`config.mk`:
```
export PLATFORM = sky130hd
export DESIGN_NAME = popcount_frame_acc
export DESIGN_NICKNAME = d
export VERILOG_FILES = /design/src/rtl/popcount_frame_acc.sv
export SDC_FILE = /design/constraint.sdc
export NUM_CORES = 1
export LEC_CHECK = 0
export ABC_AREA = 1
export CAP_MARGIN = 30
export CORE_MARGIN = 3
export CORE_UTILIZATION = 48
export CTS_CLUSTER_DIAMETER = 60
export DETAILED_ROUTE_END_ITERATION = 12
export PLACE_DENSITY = 0.82
export SLEW_MARGIN = 0
export SYNTH_ARGS = -nofsm -noshare
export SYNTH_HDL_FRONTEND = slang
export SYNTH_SLANG_ARGS = --single-unit
```
`constraint.sdc`:
```
create_clock -name clk -period 6.27 [get_ports clk]
set_input_delay 0.627 -clock clk [delete_from_list [all_inputs] [get_ports clk]]
set_output_delay 0.627 -clock clk [all_outputs]
set_load 0.01 [all_outputs]
```
`src/rtl/popcount_frame_acc.sv`:
```
// popcount_frame_acc: sums per-word popcounts and beat counts over a frame
// closed by in_last, and presents the saturating frame totals through a
// one-entry registered valid/ready output buffer.
module popcount_frame_acc #(
  parameter int DATA_W  = 10,
  parameter int CNT_W   = $clog2(DATA_W + 1),
  parameter int ACC_W   = 16,
  parameter int WORDS_W = 8
) (
  input  logic               clk,
  input  logic               rst_n,
  input  logic [CNT_W-1:0]   in_count,
  input  logic               in_valid,
  input  logic               in_last,
  output logic               in_ready,
  output logic [ACC_W-1:0]   out_total,
  output logic [WORDS_W-1:0] out_words,
  output logic               out_sat,
  output logic               out_valid,
  input  logic               out_ready
);

  typedef enum logic {
    IDLE  = 1'b0,
    ACCUM = 1'b1
  } state_t;

  state_t             state;
  logic [ACC_W-1:0]   acc;
  logic [WORDS_W-1:0] words;
  logic               sat;

  logic               beat_acc;
  logic               out_hs;
  logic [CNT_W-1:0]   count_clamped;
  logic [ACC_W-1:0]   acc_base;
  logic [WORDS_W-1:0] words_base;
  logic               sat_base;
  logic [ACC_W:0]     sum_wide;
  logic [ACC_W-1:0]   acc_next;
  logic               acc_ovf;
  logic [WORDS_W-1:0] words_next;
  logic               words_ovf;
  logic               sat_next;

  // The output buffer frees up in the same cycle it is drained, so a new
  // last beat can land on the handshake cycle without a bubble.
  assign in_ready = ~out_valid | out_ready;
  assign beat_acc = in_valid & in_ready;
  assign out_hs   = out_valid & out_ready;

  // Clamp the incoming count, then form the saturating next totals.
  always_comb begin
    // NOTE: every always_comb output gets a default first so no path leaves
    // it unassigned; an unassigned path would infer a latch.
    count_clamped = in_count;
    if (in_count > CNT_W'(DATA_W)) begin
      count_clamped = CNT_W'(DATA_W);
    end

    // In IDLE the open frame is empty, so the running state is treated as zero.
    acc_base   = (state == IDLE) ? '0 : acc;
    words_base = (state == IDLE) ? '0 : words;
    sat_base   = (state == IDLE) ? 1'b0 : sat;

    // One extra bit catches the carry; the sum then clamps instead of wrapping.
    sum_wide = {1'b0, acc_base} + (ACC_W + 1)'(count_clamped);
    acc_ovf  = sum_wide[ACC_W];
    acc_next = acc_ovf ? '1 : sum_wide[ACC_W-1:0];

    words_ovf  = (words_base == '1);
    words_next = words_ovf ? words_base : words_base + WORDS_W'(1);

    sat_next = sat_base | acc_ovf | words_ovf;
  end

  // Frame FSM, running accumulators and the registered output buffer.
  always_ff @(posedge clk) begin
    // NOTE: clocked state is updated with non-blocking assignments so every
    // register samples pre-edge values regardless of statement order.
    if (!rst_n) begin
      state     <= IDLE;
      acc       <= '0;
      words     <= '0;
      sat       <= 1'b0;
      out_total <= '0;
      out_words <= '0;
      out_sat   <= 1'b0;
      out_valid <= 1'b0;
    end else begin
      if (out_hs) begin
        out_valid <= 1'b0;
      end

      if (beat_acc) begin
        if (in_last) begin
          // Closing beat: publish the frame and reopen an empty one. This
          // overrides the drain above on a simultaneous handshake.
          out_total <= acc_next;
          out_words <= words_next;
          out_sat   <= sat_next;
          out_valid <= 1'b1;
          acc       <= '0;
          words     <= '0;
          sat       <= 1'b0;
          state     <= IDLE;
        end else begin
          acc   <= acc_next;
          words <= words_next;
          sat   <= sat_next;
          state <= ACCUM;
        end
      end
    end
  end

endmodule

```
==> results_dict.tcl <==
set metrics [dict create \
    outcome "finished, final reports clean" \
    syn_inst 413 \
    vias 2624 \
    gp_congestion 0.917 \
    finalSetupTns_ns 0 \
    synth_top_area_share_pct 37.3 \
    p_sw_mw 0.144 \
    max_slew_margin_pct 39.3 \
    ant_nets 0 \
    worstHoldStart "out_total[6]$_SDFFE_PN0P_" \
    ir_drop_uv 84.6 \
    grt_max_degree 27 \
    core_um2 5570 \
    finalCritPeriodShare_pct 44.2 \
    setup_ws_ns 3.50 \
    end_kind "register" \
    worstMarginPinSlew_ns 0.908 \
    setup_violations 0 \
    internal_power_mw 0.442 \
    comb_power_share_pct 8.3 \
    hold_violations 0 \
    htreeDepth 2 \
    ys_types 31 \
    first_iter_violations 158 \
    wl_per_cell_um 12.0 \
    cts_buffer_depth 2 \
    route.detailed.drc 0 \
    drtPass1Iterations 4 \
    area_growth_pct 16.6 \
    final_layout_size_suffix_gt1_share_pct 9.26 \
    fmax_mhz 361 \
    cp-startpoint "in_count[3]" \
    antenna_cells 0 \
    ys_ff_latch 52 \
    routed_via_density 5.10 \
    io_buffers 35 \
    grt_pass1_vias 2511 \
    synth-warning-count 0 \
    preCtsSetupSlack_ns 3.18 \
    cts_sinks 52 \
    hp-class "register to register" \
    start_kind "input pin" \
    total_leakage_power_nw 1.55 \
    cap_violations 0 \
    cp_max_fo 16 \
    critPathKind "input pin to register" \
    track_usage_pct 19.7 \
    cts_tree "yes" \
    initial_utilization_pct 50.1 \
    nNetsFinal 457 \
    synth_top_area_cell "dfxtp_1" \
    root_buffer "clkbuf_8" \
    switching_share_pct 24.6 \
    dp.final_hpwl_mm 4.29 \
    finalWirelength_mm 6.19 \
    skew_ns 0.0139 \
    clk_pin_slew_ns 0.08 \
    clock_latency_ns 0.31 \
    cts_hold_buf 0 \
    maxSlewViolCount 0 \
    grt_pass1_wl_mm 10.6 \
    post_synth.cell_area_avg_um2 6.76 \
    synth_fp_nets 428 \
    die_w_um 82.3 \
    cp_slowest_stage_delay_ns 0.51 \
    r2r-start "state$_SDFFE_PN0P_" \
    die-height_um 82.3 \
    cp.required_ns 6.43 \
    post-cts-setup-buffers 0 \
    grt_overflow_total 0 \
    worstPathArrival_ns 2.94 \
    synth_area_um2 2790 \
    antenna_found_initial 0 \
    die-area_um2 6770 \
    numCtsBuffers 5 \
    cts.repair.resized 0 \
    ys_seq_area_share_pct 37.3 \
    rsz0062_at_grt "false" \
    p_seq_share_pct 57.7 \
    fp-row-count 27 \
    synth_area_leaders "dfxtp_1 (37%), nand2_1 (22%), nand3_1 (6.1%)" \
    fin_area_um2 3260 \
    critPathSlowestCell "clkdlybuf4s50_1" \
    min_period_ns 2.77 \
    clock_power_share_pct 34.0 \
    io_pins 36 \
    p_per_area_nw_per_um2 180 \
    path_cells "clkdlybuf4s50_1, a21boi_0, nor2_1, ha_1, fa_1, inv_1, o21ai_2, nand2_2, inv_2, nand2_4, nand3_1, nand2_1, a21oi_1" \
    placement.cell_area_um2 3160 \
]
power by group through the flow:
stage | Combinational [mW] | Clock [mW] | Sequential (mW)
floorplan | 0.0331 | 0 | 0.345
global placement | 0.0489 | 0 | 0.345
detailed placement | 0.0490 | 0 | 0.346
CTS | 0.0492 | 0.203 | 0.338
global route | 0.0540 | 0.215 | 0.339
finish | 0.0489 | 0.199 | 0.338
routing by layer:
layer  up-vias  track usage [%]  share of wire [%]
met1      1195             23.6                 46
met2        63             34.8                 48
met4         0             6.31                1.3
met3         8             4.01                5.1
met5         -                0                  0
li1       1358                -                  -
registers in the layout, indices dropped and copies added, names as in the netlist:
register,flops
out_words,8
acc,16
out_sat,1
words,8
out_total,16
state,1
sat,1
out_valid,1
stage by stage:
stage	hold WS (ns)	cells	power [mW]	utilization, %
after floorplan	0.445	413	0.378	-
after global placement	0.438	507	0.394	56.7
after detailed placement	0.441	507	0.395	56.7
after CTS	0.457	515	0.590	58.4
after global routing	0.470	515	0.608	58.4
final	0.453	515	0.586	58.4
layout make-up:
type	count	area (µm²)
fill	526	2320
multi-input combinational	302	1500
sequential	52	1040
timing repair buffer	38	373
inverter	43	163
tap	72	90.1
clock buffer	7	86.3
clock inverter	1	7.51
worst max-delay path: cells and delay by family:
kind / cells / cell delay, ns
and+or+nand+nor: 5 / 0.61
adders and majority gates: 2 / 0.62
AOI/OAI and AO/OA: 3 / 0.40
buffers and inverters: 3 / 0.66
logic make-up (layout without fill, tap and decap cells):
kind of cell    Yosys count  in the layout  share of synthesized area [%]
fa+ha+maj                 6              6                           2.96
flops                    52             52                           37.3
xor+xnor                  4              4                           1.25
simple gates            249            249                           40.1
buf+inv                  59             89                           9.18
compound gates           43             43                           9.27
synth_stat cells:
cell / instances
nand3_1: 34
a22o_1: 9
dfxtp_1: 52
nor2_1: 18
clkbuf_1: 9
nand2_1: 162
buf_2: 3
ha_1: 5
nand2_2: 10
clkinv_2: 1
buf_6: 4
nand3_2: 8
fa_1: 1
inv_1: 39
nor2_2: 4
xor2_1: 3
nor3_4: 1
nand3b_1: 1
nand2_4: 2
nor2_4: 1
nor3_1: 1
a21oi_2: 1
nand4_1: 6
a21boi_0: 1
o21ai_0: 3
inv_2: 1
a21oi_1: 28
clkinv_1: 2
o21ai_2: 1
or2_2: 1
xnor2_1: 1
path summary, 6_finish.rpt:
kind / endpoint / slack [ns] / cells past startpoint
max reg2reg: acc[15]$_SDFFE_PN0P_ / 3.59 / 13
max: acc[7]$_SDFFE_PN0P_ / 3.50 / 13
min: out_total[6]$_SDFFE_PN0P_ / 0.45 / 2
min reg2reg: out_total[6]$_SDFFE_PN0P_ / 0.45 / 2
cell usage in the layout (no fill, tap or decap):
cell type,count
buf_4,3
clkbuf_1,1
nand3_2,8
nand2_2,10
or2_2,1
fa_1,1
dfxtp_1,52
nor2_2,4
nor2_1,18
xor2_1,3
nand4_1,6
o21ai_2,1
nand3_1,34
clkinv_1,2
clkbuf_8,6
a22o_1,9
clkdlybuf4s50_1,35
nor2_4,1
clkinv_2,1
nand2_1,162
inv_1,39
nor3_1,1
o21ai_0,3
a21boi_0,1
nor3_4,1
nand3b_1,1
inv_2,1
xnor2_1,1
ha_1,5
clkinvlp_4,1
a21oi_1,28
a21oi_2,1
nand2_4,2
(Power assumes the default switching activity.)
